### config.mk
export PLATFORM = sky130hd
export DESIGN_NAME = ri_multicycle_ctrl
export DESIGN_NICKNAME = d
export VERILOG_FILES = /design/src/rtl/ri_multicycle_ctrl.sv
export SDC_FILE = /design/constraint.sdc
export NUM_CORES = 1
export LEC_CHECK = 0
export ABC_AREA = 1
export BUFFER_PORTS_ARGS = -buffer_cell sky130_fd_sc_hd__buf_4
export CAP_MARGIN = 20
export CORE_UTILIZATION = 55
export CTS_CLUSTER_SIZE = 16
export DETAILED_ROUTE_END_ITERATION = 6
export HOLD_SLACK_MARGIN = 0.03
export PLACE_DENSITY = 0.82
export SYNTH_ARGS = -nofsm -noshare
export SYNTH_HDL_FRONTEND = slang
export SYNTH_SLANG_ARGS = --single-unit
### constraint.sdc
create_clock -name clk -period 7.2 [get_ports clk]
set_clock_uncertainty 0.1 [all_clocks]
set_input_delay 1.8 -clock clk [delete_from_list [all_inputs] [get_ports clk]]
set_output_delay 1.8 -clock clk [all_outputs]
set_load 0.02 [all_outputs]
### src/rtl/ri_multicycle_ctrl.sv
// Multi-cycle sequencer for the R/I-type datapath: fetch over req/ack, decode, execute, writeback.
// Minimum four cycles per instruction. A stalled fetch traps after TIMEOUT cycles. Faults stick until reset.
module ri_multicycle_ctrl #(
    parameter int INSTR_W = 32,
    parameter int CNT_W   = 32,
    parameter int TIMEOUT = 255
) (
    input  logic               clk,
    input  logic               reset,
    input  logic               run,
    input  logic               imem_ack,
    input  logic [INSTR_W-1:0] Instruction_Code,
    output logic               imem_req,
    output logic [INSTR_W-1:0] IR_out,
    output logic               IR_Write,
    output logic               PC_Write,
    output logic               ALUOut_Write,
    output logic               RegWrite,
    output logic               Imm_Sel,
    output logic               ALU_Src,
    output logic [3:0]         ALU_op,
    output logic               busy,
    output logic               trap,
    output logic [1:0]         trap_cause,
    output logic [CNT_W-1:0]   retired
);

    localparam int TO_W = (TIMEOUT < 2) ? 1 : $clog2(TIMEOUT + 1);
    localparam logic [6:0] OP_R = 7'b0110011;
    localparam logic [6:0] OP_I = 7'b0010011;
    localparam logic [1:0] CAUSE_NONE    = 2'b00;
    localparam logic [1:0] CAUSE_ILLEGAL = 2'b01;
    localparam logic [1:0] CAUSE_TIMEOUT = 2'b10;

    typedef enum logic [2:0] {
        S_IDLE,
        S_FETCH,
        S_DECODE,
        S_EXECUTE,
        S_WRITEBACK,
        S_TRAP
    } state_t;

    state_t             state_q, state_d;
    logic [INSTR_W-1:0] ir_q, ir_d;
    logic [CNT_W-1:0]   retired_q, retired_d;
    logic               trap_q, trap_d;
    logic [1:0]         cause_q, cause_d;
    logic [TO_W-1:0]    tcnt_q, tcnt_d;
    logic [TO_W-1:0]    tcnt_inc;

    // Strobes are registered from the next state so they are glitch-free Moore outputs.
    logic req_q, req_d;
    logic alu_wr_q, alu_wr_d;
    logic wb_q, wb_d;
    logic busy_q, busy_d;

    logic [6:0] opcode;
    logic [2:0] funct3;
    logic       is_r, is_i;

    assign opcode = ir_q[6:0];
    assign funct3 = ir_q[14:12];
    assign is_r   = (opcode == OP_R);
    assign is_i   = (opcode == OP_I);
    assign tcnt_inc = tcnt_q + TO_W'(1);

    always_comb begin
        state_d   = state_q;
        ir_d      = ir_q;
        retired_d = retired_q;
        trap_d    = trap_q;
        cause_d   = cause_q;
        tcnt_d    = tcnt_q;
        unique case (state_q)
            S_IDLE: begin
                if (run) begin
                    state_d = S_FETCH;
                end
            end
            S_FETCH: begin
                // A late ack in the final allowed cycle still wins over the timeout.
                if (imem_ack) begin
                    ir_d    = Instruction_Code;
                    tcnt_d  = '0;
                    state_d = S_DECODE;
                end else if (tcnt_inc == TO_W'(TIMEOUT)) begin
                    tcnt_d  = '0;
                    trap_d  = 1'b1;
                    cause_d = CAUSE_TIMEOUT;
                    state_d = S_TRAP;
                end else begin
                    tcnt_d  = tcnt_inc;
                end
            end
            S_DECODE: begin
                if (is_r || is_i) begin
                    state_d = S_EXECUTE;
                end else begin
                    trap_d  = 1'b1;
                    cause_d = CAUSE_ILLEGAL;
                    state_d = S_TRAP;
                end
            end
            S_EXECUTE: begin
                state_d = S_WRITEBACK;
            end
            S_WRITEBACK: begin
                retired_d = retired_q + CNT_W'(1);
                state_d   = run ? S_FETCH : S_IDLE;
            end
            S_TRAP: begin
                state_d = S_TRAP;
            end
            default: begin
                state_d = S_IDLE;
            end
        endcase
    end

    always_comb begin
        req_d    = (state_d == S_FETCH);
        alu_wr_d = (state_d == S_EXECUTE);
        wb_d     = (state_d == S_WRITEBACK);
        busy_d   = (state_d != S_IDLE) && (state_d != S_TRAP);
    end

    always_ff @(posedge clk or posedge reset) begin
        if (reset) begin
            state_q   <= S_IDLE;
            ir_q      <= '0;
            retired_q <= '0;
            trap_q    <= 1'b0;
            cause_q   <= CAUSE_NONE;
            tcnt_q    <= '0;
            req_q     <= 1'b0;
            alu_wr_q  <= 1'b0;
            wb_q      <= 1'b0;
            busy_q    <= 1'b0;
        end else begin
            state_q   <= state_d;
            ir_q      <= ir_d;
            retired_q <= retired_d;
            trap_q    <= trap_d;
            cause_q   <= cause_d;
            tcnt_q    <= tcnt_d;
            req_q     <= req_d;
            alu_wr_q  <= alu_wr_d;
            wb_q      <= wb_d;
            busy_q    <= busy_d;
        end
    end

    // Field decode follows the held IR so the datapath sees stable controls for the whole instruction.
    always_comb begin
        ALU_Src = 1'b0;
        Imm_Sel = 1'b0;
        ALU_op  = 4'b0000;
        if (is_r) begin
            ALU_op = {ir_q[30], funct3};
        end else if (is_i) begin
            ALU_Src = 1'b1;
            Imm_Sel = 1'b1;
            ALU_op  = {(funct3 == 3'b101) ? ir_q[30] : 1'b0, funct3};
        end
    end

    assign imem_req     = req_q;
    assign IR_Write     = req_q && imem_ack;
    assign ALUOut_Write = alu_wr_q;
    assign RegWrite     = wb_q;
    assign PC_Write     = wb_q;
    assign busy         = busy_q;
    assign trap         = trap_q;
    assign trap_cause   = cause_q;
    assign retired      = retired_q;
    assign IR_out       = ir_q;

endmodule

==> results.md <==
- Outcome: finished, final reports clean
- Leak: 2.698 nW
- IO buf count: 114
- # DRC: 0
- Total GRT Usage: 0.2555
- Area Overhead vs Synth: 30.49%
- Die height: 86.06 um
- Setup TNS Final: 0 ns
- Initial core utilization: 0.5720
- Via density: 4.958
- Worst ir drop on vdd: 0.2861 mV
- DR vias: 3,396
- Avg Synthesized Cell Area: 8.357 um^2
- Layout cells sized above 1: 0.2530
- Pwr Density: 328.5 mW/mm^2
- Largest net degree at the start of global routing: 83
- Clock Pin Slew Worst Setup and Hold Paths: 0.08 ns
- Max FO, Critical Path: 3
- Resized cells post-CTS: 0
- Final nets: 624
- Netlist cell types: 29
- Setup crit end kind: output port
- Hold Vio Cnt, Final: 0
- Row count: 30
- Diode count: 0
- Clock latency on the worst-skew pair: 0.35 ns
- Root Driver: clkbuf_8
- Most frequent cells in the layout: nand2_1 (180), buf_4 (115), dfrtp_1 (82)
- Detailed Place HPWL: 6524 um
- Final core occ: 0.7464
- Grt ovf: 0
- Initial antenna violation count: 0
- Crit path kind: in -> out
- FMAX: 247.1 MHz
- First-pass GRT wire length: 14,780 um
- DIE WIDTH: 86.06 um
- Drt pass-1 iters: 4
- HP Class: reg -> reg
- Max-Cap Viols: 0
- Post-synthesis sequential area ratio: 0.5280
- #FFs+latches synth: 82
- Most common cell after layout, fill and taps aside: nand2_1
- Synth Cell Area: 0.003886 mm^2
- CP Data Required Time: 5.30 ns
- Syn Nets: 504
- Final Critical Period: 4.048 ns
- Unrepaired setup endpoints after global routing: no
- Global placement routability congestion: 0.8322
- CTS tree: done
- Post-CTS Setup Bufs: 0
- Initial drt markers: 130
- Final Max Tran Viols: 0
- Tightest Pin Transition: 0.5055 ns
- Crit path DAT: 2.15 ns
- Ys Warns: 0
- Startpoint types: input pin
- Htree depth: 3
- Clk buf depth: 2
- Hold WS: 0.3846 ns
- CTS hold repair buffers: 0
- Boundary pin count: 115
- Vias in the first global route: 3,260
- Post-route ant nets: 0
- Final worst-path cycle share: 0.5622
- Routed WL: 8978 um
- Core area: 0.006794 mm^2
- Setup-failing EPs final: 0
- CTS Sinks: 82
- Drt wl/cell: 13.11 um
- Total CTS buffers: 9
- Slew HR: 0.6630
- Die ar.: 0.007406 mm^2
- Synth Instances: 465
-- routing by layer --
| layer | global-route usage | vias to the layer above | wire (um) |
|---|---|---|---|
| met2 | 0.3939 | 117 | 4183 |
| met5 | 0 | - | 0 |
| li1 | - | 1674 | - |
| met4 | 0.1121 | 0 | 206 |
| met3 | 0.06737 | 18 | 625 |
| met1 | 0.3407 | 1587 | 3964 |
-- critical path, cell delays in order --
cell and delay (ns):
buf_4 0.12, nand2_1 0.05, inv_1 0.03, buf_4 0.14
-- flip-flops by register name (all words and copies together) (netlist names) --
signal,cells
ALUOut_Write,1
IR_out,32
PC_Write,1
busy,1
imem_req,1
retired,32
state_q,3
tcnt_q,8
trap,1
trap_cause,2
-- cell families (layout without fill, tap and decap cells) --
kind of cell | count (synthesis) | after routing | synth area share
simple gates | 274 | 274 | 0.3139
xor+xnor | 24 | 24 | 0.05409
flops | 82 | 82 | 0.5280
compound gates | 19 | 19 | 0.02640
buf+inv | 63 | 187 | 0.06793
fa+ha+maj | 3 | 3 | 0.009660
-- worst paths after layout --
check	start	to	slack, ns	cells after the start
worst max-delay path	imem_ack	IR_Write	3.15	4
worst min-delay path	trap_cause[1]$_DFFE_PP0P_	trap_cause[1]$_DFFE_PP0P_	0.38	2
worst max register to register	tcnt_q[0]$_DFFE_PP0P_	tcnt_q[0]$_DFFE_PP0P_	5.26	8
worst min register to register	trap_cause[1]$_DFFE_PP0P_	trap_cause[1]$_DFFE_PP0P_	0.38	2
max in group asynchronous	reset	retired[1]$_DFFE_PP0N_	4.94	4
min in group asynchronous	reset	retired[30]$_DFFE_PP0N_	1.47	3
-- synth_stat cells (all sizes together) --
| library cell | number | area share |
|---|---|---|
| nor3 | 11 | 0.015 |
| nand3b | 3 | 0.0058 |
| o22ai | 4 | 0.0064 |
| nor4 | 1 | 0.0016 |
| xnor2 | 7 | 0.016 |
| nand3 | 24 | 0.039 |
| a211oi | 1 | 0.0019 |
| buf | 8 | 0.014 |
| inv | 55 | 0.054 |
| xor2 | 17 | 0.038 |
| dfrtp | 82 | 0.53 |
| and3 | 1 | 0.0016 |
| o21ai | 14 | 0.018 |
| ha | 3 | 0.0097 |
| nand2 | 182 | 0.18 |
| nor2 | 41 | 0.055 |
| nand4 | 11 | 0.018 |
-- through the flow --
step                setup slack [ns]  std cells  instance area (um^2)  power (mW)
global route                   3.143        685                  5071       1.763
CTS                            3.152        683                  5024       1.657
finish                         3.152        685                  5071       1.666
global placement               3.158        668                  4816       1.282
detailed placement             3.153        668                  4816       1.303
floorplan                      3.192        465                  3886       1.051
-- where the power goes --
part / internal, mW / switching [mW] / total, mW / leakage, nW
clock network: 0.193 / 0.164 / 0.357 / 0.0984
logic: 0.248 / 0.384 / 0.632 / 1.53
registers: 0.580 / 0.0970 / 0.677 / 1.07
total: 1.02 / 0.644 / 1.67 / 2.70
-- layout make-up --
class,count,area [um^2]
multi-input combinational,320,1570
fill,504,1723
clock inverter,5,80.08
clock buffer,10,127.6
inverter,55,210.2
timing repair buffer,117,910.9
sequential,82,2052
tap,96,120.1
No activity file was read; power rests on OpenSTA's default activity.
